$ cat src/rtl/instr_reg_seq_ctrl_pkg.sv
// Shared types for the instruction-register sequencer: register payload types,
// controller FSM states and the pointer wrap helper.
package instr_reg_seq_ctrl_pkg;

    typedef enum logic [3:0] {
        ZERO, PASSA, PASSB, ADD, SUB, MULT, DIV, MOD
    } opcode_t;

    typedef logic signed [31:0] operand_t;
    typedef logic [4:0]         address_t;

    typedef struct packed {
        opcode_t  opc;
        operand_t op_a;
        operand_t op_b;
    } instruction_t;

    typedef enum logic [1:0] {
        INIT,
        RUN,
        FLUSH
    } ctrl_state_t;

    localparam int REG_DEPTH = 32;

    // Pointers wrap at the configured depth, which may be smaller than the register.
    function automatic address_t ptr_next(input address_t ptr, input address_t last);
        return (ptr == last) ? address_t'(0) : address_t'(ptr + 1'b1);
    endfunction

endpackage

$ cat src/rtl/instr_reg_seq_ctrl_if.sv
// Bundle of the push, pop and register-side signals of the sequencer.
// The slave modport is the controller; the master modport is its environment.
interface instr_reg_seq_ctrl_if #(
    parameter int DEPTH = 32
);
    import instr_reg_seq_ctrl_pkg::*;

    localparam int CW = $clog2(DEPTH) + 1;

    logic               in_valid;
    logic               in_ready;
    opcode_t            in_opcode;
    operand_t           in_op_a;
    operand_t           in_op_b;
    logic               flush;
    logic               load_en;
    address_t           write_pointer;
    address_t           read_pointer;
    opcode_t            opcode;
    operand_t           operand_a;
    operand_t           operand_b;
    instruction_t       instruction_word;
    logic               out_valid;
    logic               out_ready;
    instruction_t       out_instr;
    logic [CW-1:0]      count;

    modport slave (
        input  in_valid, in_opcode, in_op_a, in_op_b, flush, out_ready, instruction_word,
        output in_ready, load_en, write_pointer, read_pointer, opcode, operand_a, operand_b,
               out_valid, out_instr, count
    );

    modport master (
        output in_valid, in_opcode, in_op_a, in_op_b, flush, out_ready, instruction_word,
        input  in_ready, load_en, write_pointer, read_pointer, opcode, operand_a, operand_b,
               out_valid, out_instr, count
    );

endinterface

$ cat src/rtl/instr_reg_seq_ctrl.sv
// Runs the 32-entry instruction register as an in-order FIFO between decode (push)
// and execute (pop); owns load_en, both pointers and the occupancy count.
module instr_reg_seq_ctrl #(
    parameter int DEPTH       = 32,
    parameter int INIT_CYCLES = 2
) (
    input logic                clk,
    input logic                reset_n,
    instr_reg_seq_ctrl_if.slave bus
);
    import instr_reg_seq_ctrl_pkg::*;

    localparam int                CW        = $clog2(DEPTH) + 1;
    localparam int                IW        = (INIT_CYCLES > 1) ? $clog2(INIT_CYCLES) : 1;
    localparam address_t          LAST_ADDR = address_t'(DEPTH - 1);
    localparam logic [CW-1:0]     FULL_CNT  = CW'(DEPTH);
    localparam logic [IW-1:0]     INIT_LAST = IW'(INIT_CYCLES - 1);

    ctrl_state_t    r_state;
    ctrl_state_t    w_state_next;
    logic [IW-1:0]  r_init_cnt;
    address_t       r_wr_ptr;
    address_t       r_rd_ptr;
    logic [CW-1:0]  r_count;

    logic w_in_ready;
    logic w_out_valid;
    logic w_flush_take;
    logic w_push;
    logic w_pop;

    // NOTE: sequential state uses non-blocking assignments so every register
    // samples pre-edge values regardless of process ordering.
    always_ff @(posedge clk or negedge reset_n) begin
        if (!reset_n) begin
            r_state <= INIT;
        end else begin
            r_state <= w_state_next;
        end
    end

    // NOTE: every combinational output gets a default before the case so no
    // path leaves it unassigned and no latch is inferred.
    always_comb begin
        w_state_next = r_state;
        w_in_ready   = 1'b0;
        w_out_valid  = 1'b0;
        w_flush_take = 1'b0;
        case (r_state)
            INIT: begin
                if (r_init_cnt == INIT_LAST) begin
                    w_state_next = RUN;
                end
            end
            RUN: begin
                w_in_ready  = !bus.flush && (r_count < FULL_CNT);
                w_out_valid = (r_count != '0);
                if (bus.flush) begin
                    w_flush_take = 1'b1;
                    w_state_next = FLUSH;
                end
            end
            FLUSH: begin
                w_state_next = RUN;
            end
            default: begin
                w_state_next = INIT;
            end
        endcase
    end

    // A flush cycle blocks the pop even though out_valid stays visible.
    assign w_push = bus.in_valid & w_in_ready;
    assign w_pop  = w_out_valid & bus.out_ready & ~bus.flush;

    always_ff @(posedge clk or negedge reset_n) begin
        if (!reset_n) begin
            r_init_cnt <= '0;
        end else if (r_state == INIT) begin
            r_init_cnt <= r_init_cnt + 1'b1;
        end
    end

    always_ff @(posedge clk or negedge reset_n) begin
        if (!reset_n) begin
            r_wr_ptr <= '0;
            r_rd_ptr <= '0;
            r_count  <= '0;
        end else if (w_flush_take) begin
            r_wr_ptr <= '0;
            r_rd_ptr <= '0;
            r_count  <= '0;
        end else begin
            if (w_push) begin
                r_wr_ptr <= ptr_next(r_wr_ptr, LAST_ADDR);
            end
            if (w_pop) begin
                r_rd_ptr <= ptr_next(r_rd_ptr, LAST_ADDR);
            end
            case ({w_push, w_pop})
                2'b10:   r_count <= r_count + 1'b1;
                2'b01:   r_count <= r_count - 1'b1;
                default: r_count <= r_count;
            endcase
        end
    end

    assign bus.in_ready      = w_in_ready;
    assign bus.out_valid     = w_out_valid;
    assign bus.load_en       = w_push;
    assign bus.write_pointer = r_wr_ptr;
    assign bus.read_pointer  = r_rd_ptr;
    assign bus.count         = r_count;
    assign bus.opcode        = bus.in_opcode;
    assign bus.operand_a     = bus.in_op_a;
    assign bus.operand_b     = bus.in_op_b;
    assign bus.out_instr     = bus.instruction_word;

endmodule

$ cat src/flat_wrapper.sv
// flat-port wrapper written by rule: the top's interface ports become plain ports
module instr_reg_seq_ctrl_flat import instr_reg_seq_ctrl_pkg::*;
#(
    parameter int DEPTH       = 32,
    parameter int INIT_CYCLES = 2
)
  (clk, reset_n, bus_in_valid, bus_in_opcode, bus_in_op_a, bus_in_op_b, bus_flush, bus_out_ready, bus_instruction_word, bus_in_ready, bus_load_en, bus_write_pointer, bus_read_pointer, bus_opcode, bus_operand_a, bus_operand_b, bus_out_valid, bus_out_instr, bus_count);
  instr_reg_seq_ctrl_if #(.DEPTH(DEPTH)) bus_i ();
  input logic clk;
  input logic reset_n;
  input wire logic [$bits(bus_i.in_valid)-1:0] bus_in_valid;
  input wire logic [$bits(bus_i.in_opcode)-1:0] bus_in_opcode;
  input wire logic [$bits(bus_i.in_op_a)-1:0] bus_in_op_a;
  input wire logic [$bits(bus_i.in_op_b)-1:0] bus_in_op_b;
  input wire logic [$bits(bus_i.flush)-1:0] bus_flush;
  input wire logic [$bits(bus_i.out_ready)-1:0] bus_out_ready;
  input wire logic [$bits(bus_i.instruction_word)-1:0] bus_instruction_word;
  output wire logic [$bits(bus_i.in_ready)-1:0] bus_in_ready;
  output wire logic [$bits(bus_i.load_en)-1:0] bus_load_en;
  output wire logic [$bits(bus_i.write_pointer)-1:0] bus_write_pointer;
  output wire logic [$bits(bus_i.read_pointer)-1:0] bus_read_pointer;
  output wire logic [$bits(bus_i.opcode)-1:0] bus_opcode;
  output wire logic [$bits(bus_i.operand_a)-1:0] bus_operand_a;
  output wire logic [$bits(bus_i.operand_b)-1:0] bus_operand_b;
  output wire logic [$bits(bus_i.out_valid)-1:0] bus_out_valid;
  output wire logic [$bits(bus_i.out_instr)-1:0] bus_out_instr;
  output wire logic [$bits(bus_i.count)-1:0] bus_count;
  assign bus_i.in_valid = bus_in_valid;
  assign bus_i.in_opcode = bus_in_opcode;
  assign bus_i.in_op_a = bus_in_op_a;
  assign bus_i.in_op_b = bus_in_op_b;
  assign bus_i.flush = bus_flush;
  assign bus_i.out_ready = bus_out_ready;
  assign bus_i.instruction_word = bus_instruction_word;
  assign bus_in_ready = bus_i.in_ready;
  assign bus_load_en = bus_i.load_en;
  assign bus_write_pointer = bus_i.write_pointer;
  assign bus_read_pointer = bus_i.read_pointer;
  assign bus_opcode = bus_i.opcode;
  assign bus_operand_a = bus_i.operand_a;
  assign bus_operand_b = bus_i.operand_b;
  assign bus_out_valid = bus_i.out_valid;
  assign bus_out_instr = bus_i.out_instr;
  assign bus_count = bus_i.count;
  instr_reg_seq_ctrl #(.DEPTH(DEPTH), .INIT_CYCLES(INIT_CYCLES)) u_core (.clk(clk), .reset_n(reset_n), .bus(bus_i));
endmodule
$ cat config.mk
export PLATFORM = sky130hd
export DESIGN_NAME = instr_reg_seq_ctrl_flat
export DESIGN_NICKNAME = d
export VERILOG_FILES = /design/src/rtl/instr_reg_seq_ctrl_pkg.sv /design/src/rtl/instr_reg_seq_ctrl_if.sv /design/src/rtl/instr_reg_seq_ctrl.sv /design/src/flat_wrapper.sv
export SDC_FILE = /design/constraint.sdc
export NUM_CORES = 1
export LEC_CHECK = 0
export ABC_CLOCK_PERIOD_IN_PS = 8000
export CORE_AREA = 2 2 114 116
export DETAILED_ROUTE_END_ITERATION = 8
export DIE_AREA = 0 0 116 118
export SLEW_MARGIN = 20
export SYNTH_ARGS = -nofsm -noshare
export SYNTH_HDL_FRONTEND = slang
export SYNTH_SLANG_ARGS = --single-unit
$ cat constraint.sdc
create_clock -name clk -period 8 [get_ports clk]
set_input_delay 1.2 -clock clk [delete_from_list [all_inputs] [get_ports clk]]
set_output_delay 1.2 -clock clk [all_outputs]
set_load 0.01 [all_outputs]
== Word-level counts from Yosys, hierarchy flattened ==
Index checks and enable logic that the tools add are counted.
Storage, ports and cells
  register bits after elaboration: 19
  output and inout bits: 155
  input port bits: 141
  word-level logic and storage cells: 46
Operators by class
  muxes and demuxes: 15
  bitwise operators: 4
  equal/unequal tests: 8
  add/sub/neg operators: 5
  $lt $le $gt $ge: 1
  reduce and logical (&&, ||, !) cells: 8
Operator list (number)
  5-bit two-way mux: 6
  6-bit case mux with 2 select lines: 1
  5-bit by 1-bit adder with 5-bit output, second input constant: 2
  5-bit equality test, second input constant: 2
  6-bit by 1-bit adder with 6-bit output, second input constant: 1
  6-bit less-than comparator, second input constant: 1
  6-bit two-way mux: 1
  2-bit case mux with 3 select lines: 1
  6-bit nonzero test: 1
  6-bit by 1-bit subtractor with 6-bit output, second input constant: 1
  2-bit by 1-bit equality test with 1-bit output, second input constant: 2
  2-bit equality test, second input constant: 2
  1-bit two-way mux: 4
  2-bit two-way mux: 2
  2-bit nonzero test: 2
  1-bit bitwise AND: 3
  3-bit nonzero test: 1
  2-bit zero test: 1
  2-bit by 1-bit inequality test with 1-bit output, second input constant: 1
  2-bit inequality test, second input constant: 1
  2-bit AND reduction: 1
  1-bit adder, second input constant: 1
  1-bit logical AND: 1
  1-bit zero test: 1
  1-bit NOT: 1

== Depth between registers and ports, before layout ==
Gate-level depths: netlist of run 1.
  depth after elaboration: 7
  mapped depth: 9

== Worst setup path after synthesis of run 1 ==
Ideal clock, no wire load.
  path type: input-to-reg
  start: input port bus_flush
  end: register u_core.r_count[5], in the netlist u_core.bus.count[5]
  setup slack: 4.614 ns
  setup time: 0.134 ns
  arrival time: 3.252 ns
  cell stages on the path: 9
  path buffers: 0
  cell sequence: and4bb_2 > a21bo_2 > inv_1 > ha_1 > ha_1 > nor4bb_1 > or3_1 > o31ai_1 > o41ai_1
Between the ends
  word-level cells in the longest chain between the ends: 7
Ends and longest elaborated chain
  start: declaration: line flat_wrapper.sv:15  | input wire logic [$bits(bus_i.flush)-1:0] bus_flush;
  1-bit zero test: line instr_reg_seq_ctrl.sv:56  | w_in_ready = !bus.flush && (r_count < FULL_CNT);
  1-bit logical AND: line instr_reg_seq_ctrl.sv:56
  1-bit two-way mux: line instr_reg_seq_ctrl.sv:49  | case (r_state)
  1-bit bitwise AND: line instr_reg_seq_ctrl.sv:73  | assign w_push = bus.in_valid & w_in_ready;
  2-bit by 1-bit equality test with 1-bit output or 2-bit equality test (tied branches): line instr_reg_seq_ctrl.sv:100  | case ({w_push, w_pop})
  6-bit case mux with 2 select lines: line instr_reg_seq_ctrl.sv:100
  6-bit two-way mux: line instr_reg_seq_ctrl.sv:89  | end else if (w_flush_take) begin
  end signal: assignment: line instr_reg_seq_ctrl.sv:101  | 2'b10: r_count <= r_count + 1'b1;
  end signal: assignment: line instr_reg_seq_ctrl.sv:102  | 2'b01: r_count <= r_count - 1'b1;
  end signal: assignment: line instr_reg_seq_ctrl.sv:103  | default: r_count <= r_count;
  end: declaration: line instr_reg_seq_ctrl.sv:24  | logic [CW-1:0] r_count;
Several ways; a longest one is shown, not always the timed one.
A chain may end at the register's enable or synchronous reset.

== Worst setup path in the final report of run 1 ==
  start: input port bus_flush
  end: output port bus_load_en
Between the ends
  word-level cells in the longest chain between the ends: 4
Ends and longest elaborated chain
  1-bit zero test: line instr_reg_seq_ctrl.sv:56
  1-bit logical AND: line instr_reg_seq_ctrl.sv:56
  1-bit two-way mux: line instr_reg_seq_ctrl.sv:49
  1-bit bitwise AND: line instr_reg_seq_ctrl.sv:73
  end: declaration: line flat_wrapper.sv:19  | output wire logic [$bits(bus_i.load_en)-1:0] bus_load_en;
No other way between the ends.

==> results of run 1 <==
[cell families after synthesis]
| kind of cell | count (synthesis) |
|---|---|
| buf+inv | 142 |
| simple gates | 49 |
| fa+ha+maj | 10 |
| compound gates | 29 |
| mux | 1 |
| flops | 19 |
| xor+xnor | 4 |
[layout make-up]
type                            count  area, um^2  area share
Timing Repair Buffer               23         230       0.137
Inverter                            4        15.0     0.00896
Multi-Input combinational cell     93         661       0.394
Tap cell                          172         215       0.128
Sequential cell                    19         475       0.284
Clock buffer                        4        78.8      0.0470
[path summary, 6_finish.rpt]
path	endpoint	slack (ns)	cells past startpoint
max	bus_load_en	3.93	5
min	u_core.r_init_cnt	0.47	1
max reg2reg	u_core.bus.count[5]	4.99	9
min reg2reg	u_core.r_init_cnt	0.47	1
max in group asynchronous	u_core.bus.read_pointer[1]	6.00	1
min in group asynchronous	u_core.bus.count[4]	1.46	1
[critical path: stages]
cell and delay, ns:
clkdlybuf4s50_1 0.49, nor4b_4 0.42, nand2_4 0.14, inv_1 0.08
clkdlybuf4s50_1 0.53
[metrics by stage]
stage | cells | power [W] | cell area, um^2
2_1_floorplan | 254 | 0.000329 | 2180
3_3_place_gp | 311 | 0.000342 | 1600
3_5_place_dp | 311 | 0.000345 | 1600
4_1_cts | 315 | 0.000451 | 1680
5_1_grt | 315 | 0.000479 | 1680
6_report | 315 | 0.000445 | 1680
[per-layer routing]
| layer | part of all wire | track usage | vias up |
|---|---|---|---|
| met4 | 0.094 | 0.0588 | 0 |
| li1 | - | - | 496 |
| met1 | 0.41 | 0.0666 | 538 |
| met5 | 0 | 0 | - |
| met3 | 0.11 | 0.0283 | 51 |
| met2 | 0.39 | 0.0724 | 66 |
[state kept, by name (all words and copies together), names as in the netlist]
register / flops
u_core.bus.read_pointer: 5
u_core.bus.write_pointer: 5
u_core.bus.count: 6
u_core.r_state: 2
u_core.r_init_cnt: 1
[power groups by stage]
stage / clock [W] / combinational, W / sequential (W)
after floorplan: 0 / 0.000172 / 0.000157
after global placement: 0 / 0.000185 / 0.000157
after detailed placement: 0 / 0.000187 / 0.000158
after CTS: 0.000105 / 0.000189 / 0.000157
after global routing: 0.000110 / 0.000207 / 0.000162
final: 0.000104 / 0.000186 / 0.000156
[cells in the final DEF, fill, tap and decap left out, types with 2 or more instances in the layout]
cell type        netlist  layout
a21oi_1               10      10
o21ai_0                5       5
nand3_1                6       6
ha_1                   9       9
nor4_1                 2       2
o31ai_1                3       3
nor2_1                11      11
inv_1                  4       4
dfrtp_1               19      19
nand2_1                9       9
nand4b_1               2       2
and3_1                 3       3
nor4b_1                2       2
a21o_1                 2       2
clkdlybuf4s50_1        0      23
or3_1                  2       2
xor2_1                 3       3
nand2b_1               2       2
or4_1                  2       2
clkbuf_16              0       3
a211oi_1               2       2
==> impl_metrics.tcl, run 1 <==
set metrics [dict create \
    synth-compound-area-share 0.0838 \
    synth-edff-count 0 \
    num-fill-cells 1425 \
    synth_top_family_by_area "buffers and inverters" \
    synthAdderAreaFrac 0.0608 \
    p_sw_frac 0.373 \
    maxSlewHeadroom 0.406 \
    grt_pass1_wl_mm 6.22 \
    viasPerCell 3.65 \
    clock_path_buffers 2 \
    seq_power_share 0.350 \
    status "finished, final reports clean" \
    rsz0062_at_grt "false" \
    vias 1151 \
    ant_nets 0 \
    max_clock_freq_ghz 0.246 \
    crit_path_max_fanout 10 \
    worst_slew_pin_slew_ns 0.888 \
    holdBufCountCts 0 \
    fin_util 0.135 \
    power.density_mw_per_mm2 266 \
    synth_fp_nets 405 \
    syn_area_mm2 0.00218 \
    clk_latency_ns 0.25 \
    dieArea_mm2 0.0137 \
    fin_crit_ns 4.07 \
    grt_pass1_vias 1186 \
    startpoint_type "input port" \
    power.switching_w 0.000166 \
    clock_sink_count 19 \
    drc 0 \
    setup.worst_path.class "input port to output pin" \
    ir_worst_vdd_mv 0.0846 \
    min_period_over_period 0.509 \
    p_int_w 0.000279 \
    required_ns 6.80 \
    wirelength_mm 3.98 \
    synth.area.top_cells "buf_4 (47%), dfrtp_1 (22%), ha_1 (5.2%)" \
    async_flop_share 1.00 \
    clkPwrFrac 0.233 \
    yosysWarnings 0 \
    postCtsSetupRepairBufs 0 \
    hold_path_startpoint "u_core.r_init_cnt" \
    synth_xor_area_frac 0.0161 \
    hold_viol 0 \
    diodes 0 \
    fin_tns_setup_ns 0 \
    synthDominantCellAreaShare 0.468 \
    maxCapViolations 0 \
    fp-row-count 41 \
    core_mm2 0.0124 \
    endpoint_kind "output pin" \
    gp_congestion 0.724 \
    area_delta_synth_final_pct -23.1 \
    ys.flop_type "dfrtp_1" \
    p_comb_frac 0.417 \
    drv_slew 0 \
    cts_tree "built" \
    clk_pin_slew_ns 0.06 \
    skew_ns 0.00238 \
    cts_resized 0 \
    reg2reg_from "u_core.bus.count[0]" \
    cts_buffers 3 \
    ys_seq_area_frac 0.218 \
    synth.most_common_cell "buf_4" \
    synth_common_cells "buf_4 (136), dfrtp_1 (19), nor2_1 (11), a21oi_1 (10)" \
    startpoint "bus_flush" \
    drive_gt1_frac 0.0559 \
    die_h_um 118 \
    layout_setup_ws_ns 3.93 \
    final-setup-viol-count 0 \
    power_leakage_nw 0.683 \
    syn_area_per_cell_um2 8.58 \
    hold_path.class "flip-flop to flip-flop" \
    syn_inst 254 \
    synth.area.mux_share 0.00459 \
    synth-seq-cells 19 \
    yosys.area_share.simple 0.138 \
    yosys.area.top_type "buf_4" \
    synth_cell_type_count 40 \
    htree_levels 1 \
    grt_antenna_before_repair 0 \
    dp_hpwl_mm 3.03 \
    initial_core_util 0.176 \
    final_nets 295 \
    drt_iter0_drc 45 \
    wl_per_cell_um 12.6 \
    die_w_um 116 \
    drt-pass1-iter-count 4 \
    pre_cts_ws_ns 3.84 \
    grtUsageTotal 0.0575 \
    io_pins 296 \
    grt-ovfl-total 0 \
    grt_max_degree 20 \
    hold_ws_ns 0.467 \
    clk_root_buffer_cell "clkbuf_16" \
    numPortBuffers 23 \
    worst-endpoint-arrival_ns 2.87 \
]
(Power assumes the default switching activity.)
==> run 2: changes to the inputs <==
- ABC_CLOCK_PERIOD_IN_PS: 8000 -> 3350
- CORE_AREA: 2 2 114 116 -> 2 2 116 118
- DIE_AREA: 0 0 116 118 -> 0 0 118 120
- clock period: 8 -> 3.35 ns (I/O delays scaled with it)
==> run 2 against run 1 <==
Net effect: clock skew is essentially flat; worst setup slack got worse by 3.5 ns; utilization decreased by 0.26 points; die area is 3.4% higher; clock-buffer cell count unchanged; sequential power up 140%; hold slack better by 0.0078 ns; combinational power is 140% higher; sequential cell count unchanged; via count increased by 3.6%; largest cell class unchanged; highest routed layer unchanged.
==> impl_metrics.tcl, run 2 (synthesis results as in run 1) <==
set metrics [dict create \
    maxCapViolations 0 \
    wirelength_mm 4.09 \
    status "finished, final reports clean" \
    hold_ws_ns 0.475 \
    fin_crit_ns 2.97 \
    fin_util 0.132 \
    reg2reg_from "u_core.bus.count[0]" \
    core_mm2 0.0130 \
    grt_pass1_wl_mm 6.28 \
    clock_sink_count 19 \
    wl_per_cell_um 12.6 \
    place_inst 320 \
    gp_congestion 0.785 \
    skew_ns 0.00190 \
    maxSlewHeadroom 0.404 \
    layout_common_cells "clkdlybuf4s50_1 (23), dfrtp_1 (19), nor2_1 (11)" \
    fp-row-count 42 \
    clock_path_buffers 2 \
    power.density_mw_per_mm2 622 \
    hold_path_startpoint "u_core.r_init_cnt" \
    area_delta_synth_final_pct -21.2 \
    final_common_cell "clkdlybuf4s50_1" \
    worst-endpoint-arrival_ns 3.09 \
    dieArea_mm2 0.0142 \
    initial_core_util 0.168 \
    startpoint "bus_flush" \
    clk_pin_slew_ns 0.05 \
    viasPerCell 3.68 \
    htree_levels 1 \
    max_clock_freq_ghz 0.337 \
    endpoint_kind "flip-flop" \
    clk_latency_ns 0.25 \
    dp_hpwl_mm 3.15 \
    numPortBuffers 23 \
    crit_path_max_fanout 7 \
    fin_tns_setup_ns 0 \
    clk_root_buffer_cell "clkbuf_16" \
    rsz0062_at_grt "false" \
    drc 0 \
    cts_buffers 3 \
    setup.worst_path.class "input port to flip-flop" \
    drive_gt1_frac 0.0878 \
    vias 1192 \
    grt_pass1_vias 1233 \
    grt-ovfl-total 0 \
    power_leakage_nw 0.707 \
    hold_viol 0 \
    startpoint_type "input port" \
    die_h_um 120 \
    postCtsSetupRepairBufs 0 \
    ant_nets 0 \
    io_pins 296 \
    drv_slew 0 \
    cts_tree "built" \
    grtUsageTotal 0.0549 \
    cts_resized 0 \
    required_ns 3.47 \
    drt-pass1-iter-count 5 \
    die_w_um 118 \
    hold_path.class "flip-flop to flip-flop" \
    min_period_over_period 0.885 \
    holdBufCountCts 0 \
    largest_register_ffs 6 \
    final-setup-viol-count 0 \
    ir_worst_vdd_mv 0.143 \
    drt_iter0_drc 39 \
    final_cells 324 \
    r2r_slack_ns 0.42 \
    final_nets 300 \
    diodes 0 \
    grt_antenna_before_repair 0 \
    worst_slew_pin_slew_ns 0.891 \
    grt_max_degree 20 \
]
[run 2: cell count changes in the layout (fill, tap and decap cells not counted), sizes merged]
cell	change
buf	+5
[run 2: path summary, 6_finish.rpt]
path | end | cells after the start
setup / recovery | u_core.bus.count[5] | 10
hold / removal | u_core.r_init_cnt | 1
max in group asynchronous | u_core.bus.write_pointer[3] | 1
setup reg to reg | u_core.bus.count[5] | 9
min in group asynchronous | u_core.bus.count[1] | 1
hold reg to reg | u_core.r_init_cnt | 1
[run 2: layout make-up]
cell class,count,area (um^2)
Clock buffer,4,78.8
Tap cell,176,220
Inverter,4,15.0
Multi-Input combinational cell,93,661
Timing Repair Buffer,28,268
Fill cell,1474,11300
Sequential cell,19,475
[run 2: stage by stage]
| stage | area (um^2) | total power (W) | setup WS [ns] |
|---|---|---|---|
| global placement | 1640 | 0.000826 | 0.183 |
| global route | 1720 | 0.00115 | 0.132 |
| detailed placement | 1640 | 0.000830 | 0.125 |
| CTS | 1720 | 0.00108 | 0.388 |
| finish | 1720 | 0.00107 | 0.384 |
| floorplan | 2180 | 0.000786 | 0.662 |
[run 2: metal layers]
metal / routed length [um] / share of wire / track usage / vias up
li1: - / - / - / 497
met1: 1420 / 0.35 / 0.0522 / 564
met2: 1780 / 0.44 / 0.0814 / 67
met3: 470 / 0.11 / 0.0252 / 64
met4: 419 / 0.10 / 0.0655 / 0
met5: 0 / 0 / 0 / -
[run 2: worst max-delay path: stages]
cell and delay [ns]:
clkdlybuf4s50_1 0.42, and4bb_2 0.28, a21bo_2 0.26, inv_1 0.14, ha_1 0.30, ha_1 0.32, nor4bb_1 0.16, or3_1 0.40
o31ai_1 0.21, o41ai_1 0.10
[run 2: power by group]
group	switching (W)	total [W]	internal, W	leakage, nW
Combinational	0.000219	0.000450	0.000232	0.412
Clock	0.0000854	0.000247	0.000162	0.0382
Sequential	0.0000831	0.000371	0.000288	0.257
Total	0.000387	0.00107	0.000681	0.707
